--- src/rtl/instr_load_arbiter_if.sv ---
// Request/load bundle between two instruction requesters and the instruction register write port.
// The slave modport is the arbiter; the master modport is the requester/register side.
interface instr_load_arbiter_if #(
  parameter int unsigned OPW  = 32,
  parameter int unsigned OPCW = 4,
  parameter int unsigned AW   = 5
);
  logic                   req0_valid;
  logic                   req0_ready;
  logic [OPCW-1:0]        req0_opcode;
  logic signed [OPW-1:0]  req0_operand_a;
  logic signed [OPW-1:0]  req0_operand_b;

  logic                   req1_valid;
  logic                   req1_ready;
  logic [OPCW-1:0]        req1_opcode;
  logic signed [OPW-1:0]  req1_operand_a;
  logic signed [OPW-1:0]  req1_operand_b;

  logic                   clear;

  logic                   load_en;
  logic [AW-1:0]          write_pointer;
  logic [OPCW-1:0]        opcode;
  logic signed [OPW-1:0]  operand_a;
  logic signed [OPW-1:0]  operand_b;
  logic                   grant_id;
  logic [AW:0]            count;
  logic                   full;

  modport slave (
    input  req0_valid, req0_opcode, req0_operand_a, req0_operand_b,
    input  req1_valid, req1_opcode, req1_operand_a, req1_operand_b,
    input  clear,
    output req0_ready, req1_ready,
    output load_en, write_pointer, opcode, operand_a, operand_b, grant_id, count, full
  );

  modport master (
    output req0_valid, req0_opcode, req0_operand_a, req0_operand_b,
    output req1_valid, req1_opcode, req1_operand_a, req1_operand_b,
    output clear,
    input  req0_ready, req1_ready,
    input  load_en, write_pointer, opcode, operand_a, operand_b, grant_id, count, full
  );
endinterface

--- src/rtl/instr_load_arbiter.sv ---
// Round-robin arbiter sharing the instruction register write port between two channels.
// One registered output stage; sequential slot allocation with occupancy tracking and full stall.
module instr_load_arbiter #(
  parameter int unsigned OPW   = 32,
  parameter int unsigned OPCW  = 4,
  parameter int unsigned DEPTH = 32,
  parameter int unsigned AW    = 5
) (
  input  logic                  clk,
  input  logic                  reset,
  instr_load_arbiter_if.slave   bus
);
  localparam int unsigned CW = AW + 1;
  localparam logic [AW:0] FullCount = CW'(DEPTH);
  localparam logic [AW:0] LastCount = CW'(DEPTH - 1);

  typedef enum logic [1:0] {StEmpty, StFilling, StFull} state_t;

  state_t                r_state;
  logic                  r_last_grant;
  logic [AW-1:0]         r_wr_ptr;
  logic [AW:0]           r_count;
  logic                  r_full;
  logic                  r_load_en;
  logic [AW-1:0]         r_write_pointer;
  logic [OPCW-1:0]       r_opcode;
  logic signed [OPW-1:0] r_operand_a;
  logic signed [OPW-1:0] r_operand_b;
  logic                  r_grant_id;

  logic                  w_block;
  logic                  w_ready0;
  logic                  w_ready1;
  logic                  w_accept;
  logic                  w_winner;
  logic [OPCW-1:0]       w_sel_opcode;
  logic signed [OPW-1:0] w_sel_operand_a;
  logic signed [OPW-1:0] w_sel_operand_b;

  // On a tie the channel that did not win last is granted; the two readies are exclusive.
  always_comb begin
    w_block  = (r_state == StFull) || bus.clear;
    w_ready0 = 1'b0;
    w_ready1 = 1'b0;
    if (!w_block) begin
      if (bus.req0_valid && bus.req1_valid) begin
        w_ready0 = r_last_grant;
        w_ready1 = !r_last_grant;
      end else begin
        w_ready0 = bus.req0_valid;
        w_ready1 = bus.req1_valid;
      end
    end
  end

  always_comb begin
    w_accept        = (bus.req0_valid && w_ready0) || (bus.req1_valid && w_ready1);
    w_winner        = bus.req1_valid && w_ready1;
    w_sel_opcode    = w_winner ? bus.req1_opcode    : bus.req0_opcode;
    w_sel_operand_a = w_winner ? bus.req1_operand_a : bus.req0_operand_a;
    w_sel_operand_b = w_winner ? bus.req1_operand_b : bus.req0_operand_b;
  end

  always_ff @(posedge clk or posedge reset) begin
    if (reset) begin
      r_state         <= StEmpty;
      r_last_grant    <= 1'b1;
      r_wr_ptr        <= '0;
      r_count         <= '0;
      r_full          <= 1'b0;
      r_load_en       <= 1'b0;
      r_write_pointer <= '0;
      r_opcode        <= '0;
      r_operand_a     <= '0;
      r_operand_b     <= '0;
      r_grant_id      <= 1'b0;
    end else begin
      r_load_en <= w_accept;
      if (w_accept) begin
        r_write_pointer <= r_wr_ptr;
        r_opcode        <= w_sel_opcode;
        r_operand_a     <= w_sel_operand_a;
        r_operand_b     <= w_sel_operand_b;
        r_grant_id      <= w_winner;
        r_last_grant    <= w_winner;
      end

      // Ready is forced low under clear, so clear and accept never coincide.
      if (bus.clear) begin
        r_wr_ptr <= '0;
        r_count  <= '0;
        r_full   <= 1'b0;
        r_state  <= StEmpty;
      end else if (w_accept) begin
        r_wr_ptr <= r_wr_ptr + AW'(1);
        if (r_count != FullCount) begin
          r_count <= r_count + CW'(1);
        end
        unique case (r_state)
          StEmpty, StFilling: begin
            if (r_count == LastCount) begin
              r_state <= StFull;
              r_full  <= 1'b1;
            end else begin
              r_state <= StFilling;
            end
          end
          StFull: r_state <= StFull;
          default: r_state <= StEmpty;
        endcase
      end
    end
  end

  assign bus.req0_ready    = w_ready0;
  assign bus.req1_ready    = w_ready1;
  assign bus.load_en       = r_load_en;
  assign bus.write_pointer = r_write_pointer;
  assign bus.opcode        = r_opcode;
  assign bus.operand_a     = r_operand_a;
  assign bus.operand_b     = r_operand_b;
  assign bus.grant_id      = r_grant_id;
  assign bus.count         = r_count;
  assign bus.full          = r_full;
endmodule

--- src/flat_wrapper.sv ---
// flat-port wrapper written by rule: the top's interface ports become plain ports
module instr_load_arbiter_flat 
#(
  parameter int unsigned OPW   = 32,
  parameter int unsigned OPCW  = 4,
  parameter int unsigned DEPTH = 32,
  parameter int unsigned AW    = 5
)
  (clk, reset, bus_req0_valid, bus_req0_opcode, bus_req0_operand_a, bus_req0_operand_b, bus_req1_valid, bus_req1_opcode, bus_req1_operand_a, bus_req1_operand_b, bus_clear, bus_req0_ready, bus_req1_ready, bus_load_en, bus_write_pointer, bus_opcode, bus_operand_a, bus_operand_b, bus_grant_id, bus_count, bus_full);
  instr_load_arbiter_if #(.OPW(OPW), .OPCW(OPCW), .AW(AW)) bus_i ();
  input  logic clk;
  input  logic reset;
  input wire logic [$bits(bus_i.req0_valid)-1:0] bus_req0_valid;
  input wire logic [$bits(bus_i.req0_opcode)-1:0] bus_req0_opcode;
  input wire logic [$bits(bus_i.req0_operand_a)-1:0] bus_req0_operand_a;
  input wire logic [$bits(bus_i.req0_operand_b)-1:0] bus_req0_operand_b;
  input wire logic [$bits(bus_i.req1_valid)-1:0] bus_req1_valid;
  input wire logic [$bits(bus_i.req1_opcode)-1:0] bus_req1_opcode;
  input wire logic [$bits(bus_i.req1_operand_a)-1:0] bus_req1_operand_a;
  input wire logic [$bits(bus_i.req1_operand_b)-1:0] bus_req1_operand_b;
  input wire logic [$bits(bus_i.clear)-1:0] bus_clear;
  output wire logic [$bits(bus_i.req0_ready)-1:0] bus_req0_ready;
  output wire logic [$bits(bus_i.req1_ready)-1:0] bus_req1_ready;
  output wire logic [$bits(bus_i.load_en)-1:0] bus_load_en;
  output wire logic [$bits(bus_i.write_pointer)-1:0] bus_write_pointer;
  output wire logic [$bits(bus_i.opcode)-1:0] bus_opcode;
  output wire logic [$bits(bus_i.operand_a)-1:0] bus_operand_a;
  output wire logic [$bits(bus_i.operand_b)-1:0] bus_operand_b;
  output wire logic [$bits(bus_i.grant_id)-1:0] bus_grant_id;
  output wire logic [$bits(bus_i.count)-1:0] bus_count;
  output wire logic [$bits(bus_i.full)-1:0] bus_full;
  assign bus_i.req0_valid = bus_req0_valid;
  assign bus_i.req0_opcode = bus_req0_opcode;
  assign bus_i.req0_operand_a = bus_req0_operand_a;
  assign bus_i.req0_operand_b = bus_req0_operand_b;
  assign bus_i.req1_valid = bus_req1_valid;
  assign bus_i.req1_opcode = bus_req1_opcode;
  assign bus_i.req1_operand_a = bus_req1_operand_a;
  assign bus_i.req1_operand_b = bus_req1_operand_b;
  assign bus_i.clear = bus_clear;
  assign bus_req0_ready = bus_i.req0_ready;
  assign bus_req1_ready = bus_i.req1_ready;
  assign bus_load_en = bus_i.load_en;
  assign bus_write_pointer = bus_i.write_pointer;
  assign bus_opcode = bus_i.opcode;
  assign bus_operand_a = bus_i.operand_a;
  assign bus_operand_b = bus_i.operand_b;
  assign bus_grant_id = bus_i.grant_id;
  assign bus_count = bus_i.count;
  assign bus_full = bus_i.full;
  instr_load_arbiter #(.OPW(OPW), .OPCW(OPCW), .DEPTH(DEPTH), .AW(AW)) u_core (.clk(clk), .reset(reset), .bus(bus_i));
endmodule
--- config.mk ---
export PLATFORM = sky130hd
export DESIGN_NAME = instr_load_arbiter_flat
export DESIGN_NICKNAME = d
export VERILOG_FILES = /design/src/rtl/instr_load_arbiter_if.sv /design/src/rtl/instr_load_arbiter.sv /design/src/flat_wrapper.sv
export SDC_FILE = /design/constraint.sdc
export NUM_CORES = 1
export LEC_CHECK = 0
export CAP_MARGIN = 20
export CORE_MARGIN = 4
export CORE_UTILIZATION = 40
export DETAILED_ROUTE_END_ITERATION = 6
export DONT_BUFFER_PORTS = 1
export RECOVER_POWER = 100
export REMOVE_ABC_BUFFERS = 1
export SYNTH_ARGS = -nofsm -noshare
export SYNTH_HDL_FRONTEND = slang
export SYNTH_SLANG_ARGS = --single-unit
--- constraint.sdc ---
create_clock -name clk -period 3.05 [get_ports clk]
set_clock_uncertainty 0.05 [all_clocks]
set_input_delay 0.61 -clock clk [delete_from_list [all_inputs] [get_ports clk]]
set_output_delay 0.61 -clock clk [all_outputs]
set_load 0.01 [all_outputs]
==> results of run 1 <==
==> final cells by class <==
cell class / count / area share
sequential: 90 / 0.4624
multi-input combinational: 267 / 0.4064
clock buffer: 11 / 0.04775
tap: 140 / 0.03594
clock inverter: 5 / 0.02619
timing repair buffer: 8 / 0.01566
inverter: 7 / 0.005648
==> final timing paths <==
kind	startpoint	depth (start not counted)	end
worst max-delay path	u_core.r_state[1]	3	bus_req1_ready
worst min-delay path	reset	1	u_core.bus.operand_a[17]
worst max register to register	u_core.r_state[1]	6	u_core.bus.operand_a[11]
worst min register to register	u_core.r_wr_ptr[4]	1	u_core.r_wr_ptr[4]
max in group asynchronous	reset	2	u_core.bus.count[2]
min in group clk	bus_clear	1	u_core.bus.count[5]
==> through the flow <==
stage / cells / power, mW / hold WS [ps] / setup WS [ps]
2_1_floorplan: 364 / 1.926 / 389.9 / -4481
3_3_place_gp: 512 / 1.996 / 399.6 / 690.5
4_1_cts: 528 / 3.371 / 30.05 / 733.3
5_1_grt: 528 / 3.486 / 229.4 / 343.6
3_5_place_dp: 512 / 2.016 / 404.5 / 689.3
6_report: 528 / 3.306 / 187.6 / 567.8
==> power groups by stage <==
stage / Clock (mW) / Combinational, mW / Sequential [mW]
6_report: 1.33 / 0.413 / 1.56
2_1_floorplan: 0 / 0.389 / 1.54
3_3_place_gp: 0 / 0.410 / 1.59
3_5_place_dp: 0 / 0.429 / 1.59
5_1_grt: 1.43 / 0.473 / 1.58
4_1_cts: 1.38 / 0.427 / 1.57
==> flip-flops by register name, indices dropped and copies added (netlist names) <==
signal                    count
u_core.r_last_grant           1
u_core.bus.write_pointer      5
u_core.bus.full               1
u_core.r_state                2
u_core.bus.load_en            1
u_core.bus.operand_a         32
u_core.bus.operand_b         32
u_core.bus.grant_id           1
u_core.r_wr_ptr               5
u_core.bus.opcode             4
u_core.bus.count              6
==> kinds of logic (layout without fill, tap and decap cells) <==
kind of cell,after synthesis,count (layout),share of synthesized area
multiplexers,75,75,0.1678
buffers and inverters,34,31,0.06129
AO/OA/AOI/OAI,88,88,0.1645
flip-flops,90,90,0.4994
XOR/XNOR,3,3,0.005825
adder cells (fa/ha/maj),3,3,0.008320
AND/OR/NAND/NOR,98,98,0.09290
==> cell usage after synthesis (all sizes together) (2+ instances only) <==
| library cell | instances | area share |
|---|---|---|
| a21o | 3 | 0.0050 |
| a21oi | 74 | 0.14 |
| buf | 24 | 0.053 |
| clkbuf | 3 | 0.0025 |
| dfrtp | 89 | 0.49 |
| ha | 3 | 0.0083 |
| inv | 7 | 0.0058 |
| mux2 | 5 | 0.012 |
| mux2i | 70 | 0.16 |
| nand2 | 6 | 0.0050 |
| nand3 | 6 | 0.0067 |
| nor2 | 74 | 0.062 |
| nor3 | 2 | 0.0033 |
| nor4 | 3 | 0.0042 |
| o21ai | 4 | 0.0044 |
| or3 | 3 | 0.0042 |
| xnor2 | 3 | 0.0058 |
==> per-layer routing <==
layer | up-vias | part of all wire | GRT usage
met1 | 1290 | 0.38 | 0.1645
met5 | - | 0 | 0
met3 | 11 | 0.12 | 0.07928
met4 | 0 | 0.010 | 0.04038
li1 | 1333 | - | -
met2 | 139 | 0.49 | 0.2475
==> out/metrics.yaml, run 1 <==
run_status:
  status: "complete, no violations"
routing:
  routed_wl_um: 9643
  wl_per_cell_um: 18.26
  via_count: 2773
  drc_errors: 0
  postRouteAntennaNets: 0
  viasPerCell: 5.252
  dr.first_iter.drc_count: 148
  drt-pass1-iter-count: 4
synthesis:
  seq_area_frac_synth: 0.4994
  syn_area_um2: 4512
  postSynth.asyncResetShare: 1.000
  synth_cell_type_count: 35
  ys.flop_type: "dfrtp_1"
  syn_inst: 391
  syn-mean-instance-area_um2: 11.54
  synth-edff-count: 0
  yosys_warnings: 0
  ys_ff_latch: 90
placed_design:
  gp_congestion: 0.7299
  portBuffers: 0
  dp_hpwl_um: 7132
  place_area_um2: 4542
floorplan:
  ios: 225
  die_w_um: 114.2
  dieArea_um2: 13040
  core-area_um2: 10940
  die_h_um: 114.2
  initial_core_util: 0.4126
  rows: 38
finish:
  layout.nets: 527
  seqCellArea_um2: 2253
  multi_input_area_um2: 1981
  syn_to_final_growth_pct: 8.014
  final_cell_mix: "dfrtp_1, nor2_1, mux2i_1, a21oi_2, clkbuf_16"
  n_antenna_cell: 0
  fin_area_um2: 4873
  layout_commonest_cell: "dfrtp_1"
  fin_util: 0.4457
  fill_cells: 1049
  layout-drive-gt1-share: 0.2552
grt:
  track_usage: 0.1480
  antenna_found_initial: 0
  grt_pass1_wl_um: 14990
  grt_max_degree: 66
  overflow: 0
  first_global_vias: 2856
critical_path:
  worst_setup_path_end_kind: "output pin"
  ff2ff_setup_slack_ps: 580
  worst-path-buf-inv: 1
  max_stage_delay_ps: 730
  worstPathCellList: "nor2b_1, a2111oi_4, buf_12"
  cp_slowest_cell: "nor2b_1"
  crit_type: "reg2out"
  worstPathRequired_ps: 2390
  arrival_ps: 1820
  critPathMaxFanout: 34
  cp-start-kind: "flip-flop"
  cp_top_family: "simple AND/OR/NAND/NOR gates"
timing:
  period_share: 0.8138
  final-hold-violation-count: 0
  worst_pin_slew_ps: 1150
  setup_viol: 0
  slew_viol_final: 0
  period_needed_ps: 2482
  rsz0062_at_grt: "no"
  max_freq_mhz: 402.9
  max_slew_margin: 0.2331
  setup_tns_ps: 0
clock_network:
  tritoncts: "yes"
  clockBufferDepth: 2
  cts_inserted_buffers: 9
  cts.htree.levels: 3
  cts_root_buffer: "clkbuf_16"
  cts_hold_buffers: 0
  postCtsSetupBuffers: 0
  clock_latency_ps: 340
  path_clk_slew_ps: 60
  tritoncts_num_sinks: 90
  cts_resized: 0
power_and_ir_drop:
  p_leak_nw: 1.918
  p_int_mw: 2.413
  clkPwrFrac: 0.403
  swShare: 0.2702
  switchingPower_uw: 893.3
  pwr-share-seq: 0.472
  comb_power_share: 0.125
  p_per_area_nw_per_um2: 678.4
  ir_drop_mv: 0.4156
worst_hold_path:
  hold_class: "in2async"
flow_run:
  max-cap-violations: 0
(Power assumes the default switching activity.)
==> inputs of run 2 (changes only) <==
==> constraint.sdc (replaced) <==
create_clock -name clk -period 2.2 [get_ports clk]
set_clock_uncertainty 0.05 [all_clocks]
set_input_delay 0.44 -clock clk [delete_from_list [all_inputs] [get_ports clk]]
set_output_delay 0.44 -clock clk [all_outputs]
set_load 0.01 [all_outputs]
==> run 2 against run 1 <==
Effect of this change: die area is the same; final area shrank 0.18%; clock power is 22% higher; combinational power rose by 41%; worst hold slack got worse by 72 ps; global-route usage shrank 0.58 points; sequential power grew 39%; non-clock buffer count fell by 1; wire length grew 0.88%; largest cell class unchanged; final cell count down 0.19%; first-iteration DRC count shrank 39%; critical path depth unchanged.
==> out/metrics.yaml, run 2 (synthesis results as in run 1) <==
power_and_ir_drop:
  pwr-share-seq: 0.495  # +0.023
  p_total_mw: 4.374  # +32%
  p_int_mw: 3.124  # +29%
  clkPwrFrac: 0.371  # -0.032
  swShare: 0.2856  # +0.01545
  switchingPower_mw: 1.249  # +40%
  p_leak_nw: 1.905  # -0.70%
  p_per_area_nw_per_um2: 899.0  # +33%
  comb_power_share: 0.133  # +0.008
  ir_drop_mv: 0.4683  # +13%
timing:
  final-hold-violation-count: 0  # unchanged
  slew_viol_final: 0  # unchanged
  setup_tns_ps: 0  # unchanged
  period_needed_ps: 2072
  period_share: 0.9419
  rsz0062_at_grt: "no"
  max_slew_margin: 0.1870  # -0.04610
  max_freq_mhz: 482.6
  hold_ws_ps: 115.8  # -71.77 ps
  fin_ws_ps: 127.9  # -440.0 ps
  worst_pin_slew_ps: 1220  # +69.15 ps
  setup_viol: 0  # unchanged
routing:
  drt-pass1-iter-count: 4  # unchanged
  dr.first_iter.drc_count: 90  # -39%
  viasPerCell: 5.258  # +0.12%
  via_count: 2771  # -0.072%
  wl_met1_um: 3741  # +2.2%
  wl_met2_um: 4673  # -1.6%
  wl_per_cell_um: 18.46  # +1.1%
  top_layer: "met4"
  drc_errors: 0  # unchanged
  wl_met3_um: 1180  # +4.1%
  routed_wl_um: 9728  # +0.88%
  postRouteAntennaNets: 0  # unchanged
grt:
  overflow: 0  # unchanged
  first_global_vias: 2885  # +1.0%
  grt_pass1_wl_um: 14810  # -1.1%
  antenna_found_initial: 0  # unchanged
  track_usage: 0.1422  # -0.005802
  grt_max_degree: 91  # +38%
finish:
  fin_util: 0.4449  # -0.0008010
  layout.nets: 526  # -0.19%
  fin_cells: 527  # -0.19%
  layout-drive-gt1-share: 0.2532  # -0.001925
  final_cell_mix: "dfrtp_1, nor2_1, mux2i_1, a21oi_2, clkbuf_16"
  layout_commonest_cell: "dfrtp_1"
  n_antenna_cell: 0  # unchanged
  fin_area_um2: 4865  # -0.18%
  syn_to_final_growth_pct: 7.820
clock_network:
  cts.htree.levels: 3  # unchanged
  cts_hold_buffers: 0  # unchanged
  path_clk_slew_ps: 60  # about the same
  cts_inserted_buffers: 9  # unchanged
  tritoncts: "yes"
  cts_root_buffer: "clkbuf_16"
  clockBufferDepth: 2  # unchanged
  tritoncts_num_sinks: 90  # unchanged
  clock_latency_ps: 330  # about the same
critical_path:
  rr_startpoint: "u_core.r_state[1]"
  critPathMaxFanout: 17  # -50%
  crit_start: "u_core.r_state[1]"
  worstPathRequired_ps: 1710  # -680 ps
  path_depth: 3  # unchanged
  worstPathCellList: "nor2b_4, a2111oi_4, clkbuf_16"
  max_stage_delay_ps: 410  # -320 ps
  worst_setup_path_end_kind: "output pin"
  ff2ff_setup_slack_ps: 160  # -420 ps
  r2r.worst_path.cells: 6  # unchanged
  cp-start-kind: "flip-flop"
  cp_top_family: "flip-flops"
  worst-path-buf-inv: 1  # unchanged
  crit_type: "reg2out"
  cp-endpoint: "bus_req1_ready"
  reg2reg_to: "u_core.bus.operand_b[19]"
  arrival_ps: 1580  # -240 ps
  cp_slowest_cell: "dfrtp_1"
floorplan:
  die_w_um: 114.2  # unchanged
  dieArea_um2: 13040  # unchanged
  initial_core_util: 0.4126  # unchanged
  die_h_um: 114.2  # unchanged
  core-area_um2: 10940  # unchanged
  rows: 38  # unchanged
  ios: 225  # unchanged
placed_design:
  gp_congestion: 0.7362  # +0.86%
  dp_hpwl_um: 6988  # -2.0%
  place_area_um2: 4544  # about the same
  place_inst: 509  # -0.59%
  pre_cts_ws_ps: 246.9  # -442.4 ps
  portBuffers: 0  # unchanged
run_status:
  status: "complete, no violations"
flow_run:
  max-cap-violations: 0  # unchanged
worst_hold_path:
  hold_class: "in2reg"
run 2: how the worst min path moves through the flow:
stage / startpoint / endpoint / cells after the start
finish: bus_clear / u_core.bus.count[5] / 1
global placement: u_core.r_wr_ptr[4] / u_core.r_wr_ptr[4] / 1
global route: bus_clear / u_core.bus.count[4] / 1
CTS: reset / u_core.bus.operand_b[15] / 2
floorplan: u_core.r_wr_ptr[4] / u_core.r_wr_ptr[4] / 1
detailed placement: reset / u_core.bus.operand_b[15] / 2
run 2: area by class of cell:
| type | instances | area, µm² |
|---|---|---|
| fill | 1072 | 6071 |
| sequential | 90 | 2253 |
| multi-input combinational | 267 | 1988 |
| clock buffer | 12 | 236.5 |
| tap | 140 | 175.2 |
| timing repair buffer | 7 | 107.6 |
| clock inverter | 4 | 76.32 |
| inverter | 7 | 27.53 |
run 2: repair_timing:
item	4_1_cts	5_1_grt
gates resized for setup	0	1
buffers inserted	0	1
endpoints found under the setup margin	0	1
run 2: power groups by stage:
stage | Combinational [mW] | Clock, mW | Sequential (mW)
final | 0.583 | 1.62 | 2.17
after global routing | 0.664 | 1.74 | 2.20
after CTS | 0.593 | 1.67 | 2.18
after detailed placement | 0.595 | 0 | 2.21
after global placement | 0.568 | 0 | 2.20
after floorplan | 0.540 | 0 | 2.13
run 2: per-layer routing:
metal	vias up	global-route usage
met2	142	0.2346
met5	-	0
li1	1341	-
met3	10	0.06131
met1	1278	0.1636
met4	0	0.05463
==> inputs of run 3 (changes only) <==
==> constraint.sdc (replaced) <==
create_clock -name clk -period 2.1 [get_ports clk]
set_clock_uncertainty 0.05 [all_clocks]
set_input_delay 0.105 -clock clk [delete_from_list [all_inputs] [get_ports clk]]
set_output_delay 0.105 -clock clk [all_outputs]
set_load 0.05 [all_outputs]
==> run 3 against run 2 <==
Effect of this change: the flow now stops in 4_1_cts; area after synthesis stayed put; synthesized cell count stayed put.
==> out/metrics.yaml, run 3 <==
clock_network:
  cts_hold_buffers: 107  # +107
  cts.htree.levels: 3  # unchanged
  cts_resized: 0  # unchanged
  postCtsSetupBuffers: 0  # unchanged
  cts_root_buffer: "clkbuf_16"
  clockBufferDepth: 2  # unchanged
  cts_inserted_buffers: 9  # unchanged
  tritoncts_num_sinks: 90  # unchanged
floorplan:
  ios: 225  # unchanged
  rows: 38  # unchanged
  die_w_um: 114.2  # unchanged
  initial_core_util: 0.4126  # unchanged
  die_h_um: 114.2  # unchanged
synthesis:
  syn-mean-instance-area_um2: 11.54  # unchanged
  synth_cell_type_count: 35  # unchanged
  yosys_warnings: 0  # unchanged
  syn_inst: 391  # unchanged
  yosys.area_share.adder: 0.008319  # unchanged
  synth_xor_area_frac: 0.005824  # unchanged
  synth-edff-count: 0  # unchanged
  synth_simple_gate_area_frac: 0.09290  # unchanged
  synth.most_common_cell: "dfrtp_1"
  seq_area_frac_synth: 0.4994  # unchanged
  yosys.area.top_type_share: 0.4936  # unchanged
  synth_top_family_by_area: "multiplexers"
  postSynth.asyncResetShare: 1.000  # unchanged
  ys.flop_type: "dfrtp_1"
  ys_ff_latch: 90  # unchanged
  syn_area_um2: 4512  # unchanged
  synthMuxAreaShare: 0.1678  # unchanged
  synth_compound_area_frac: 0.1644  # unchanged
  ys_top_cells_by_count: "dfrtp_1, nor2_1, mux2i_1"
  yosys.area.top_type: "dfrtp_1"
  ys_top_cells_by_area: "dfrtp_1, mux2i_1, a21oi_2"
placed_design:
  place_inst: 517  # +1.6%
  dp_hpwl_um: 7143  # +2.2%
  gp_congestion: 0.7264  # -1.3%
  portBuffers: 0  # unchanged
run_status:
  status: "stopped before the end"
  stop_stage: "4_1_cts"
  toolErrorMsg: "[ERROR RSZ-0060] Max buffer count reached."
==> run 3: kinds of logic after synthesis <==
family	after synthesis
buffers and inverters	34
and+or+nand+nor	98
xor gates and xnor gates	3
DFF	90
AOI/OAI and AO/OA	88
adders and majority gates	3
muxes	75
==> run 3: through the flow <==
stage	util	worst slack (ps)	TNS, ps	hold WS (ps)	area, µm²
after floorplan	-	-5297	-430100	118.1	4262
after global placement	0.4227	183.7	0	87.19	4622
after detailed placement	0.4227	152.9	0	94.84	4622
==> inputs of run 4 (changes only) <==
--- a/config.mk
+++ b/config.mk
@@ -7,9 +7,10 @@
 export LEC_CHECK = 0
 export CAP_MARGIN = 20
 export CORE_MARGIN = 4
-export CORE_UTILIZATION = 40
+export CORE_UTILIZATION = 25
 export DETAILED_ROUTE_END_ITERATION = 6
 export DONT_BUFFER_PORTS = 1
+export PLACE_DENSITY_LB_ADDON = 0.15
 export RECOVER_POWER = 100
 export REMOVE_ABC_BUFFERS = 1
 export SYNTH_ARGS = -nofsm -noshare
==> run 4 against run 3 <==
Effect of this change: the flow again stops in 4_1_cts; synthesized cell count unchanged; area after synthesis did not move.
==> out/metrics.yaml, run 4 <==
run_status:
  status: "stopped before the end"
  stop_stage: "4_1_cts"
  toolErrorMsg: "[ERROR RSZ-0060] Max buffer count reached."
synthesis:
  synth-edff-count: 0  # unchanged
  yosys.area.top_type_share: 0.4936  # unchanged
  synthMuxAreaShare: 0.1678  # unchanged
  ys_ff_latch: 90  # unchanged
  ys_top_cells_by_area: "dfrtp_1, mux2i_1, a21oi_2"
  synth_compound_area_frac: 0.1644  # unchanged
  yosys_warnings: 0  # unchanged
  yosys.area_share.adder: 0.008319  # unchanged
  synth_top_family_by_area: "multiplexers"
  syn-mean-instance-area_um2: 11.54  # unchanged
  synth.most_common_cell: "dfrtp_1"
  synth_simple_gate_area_frac: 0.09290  # unchanged
  ys.flop_type: "dfrtp_1"
  ys_top_cells_by_count: "dfrtp_1, nor2_1, mux2i_1"
  synth_xor_area_frac: 0.005824  # unchanged
  syn_area_um2: 4512  # unchanged
  seq_area_frac_synth: 0.4994  # unchanged
  yosys.area.top_type: "dfrtp_1"
  syn_inst: 391  # unchanged
  postSynth.asyncResetShare: 1.000  # unchanged
  synth_cell_type_count: 35  # unchanged
floorplan:
  ios: 225  # unchanged
  die_h_um: 142.3  # +25%
  initial_core_util: 0.2582  # -0.1544
  rows: 48  # +26%
  die_w_um: 142.3  # +25%
clock_network:
  postCtsSetupBuffers: 2  # +2
  cts_hold_buffers: 126  # +18%
  cts_inserted_buffers: 9  # unchanged
  cts_resized: 0  # unchanged
  cts_root_buffer: "clkbuf_16"
  tritoncts_num_sinks: 90  # unchanged
  cts.htree.levels: 3  # unchanged
  clockBufferDepth: 2  # unchanged
placed_design:
  gp_congestion: 0.7273  # +0.12%
  place_inst: 607  # +17%
  portBuffers: 0  # unchanged
  dp_hpwl_um: 7781  # +8.9%
==> run 4: stage by stage <==
stage	setup slack, ps	TNS (ps)	hold WS [ps]	cell area [µm²]	utilization
detailed placement	-0.6202	-0.6202	-57.72	4767	0.2728
global placement	47.02	0	-55.04	4767	0.2728
floorplan	-5297	-430100	118.1	4262	-
==> run 4: kinds of logic after synthesis <==
family          after synthesis
simple gates                 98
flops                        90
fa+ha+maj                     3
mux                          75
compound gates               88
buf+inv                      34
xor+xnor                      3
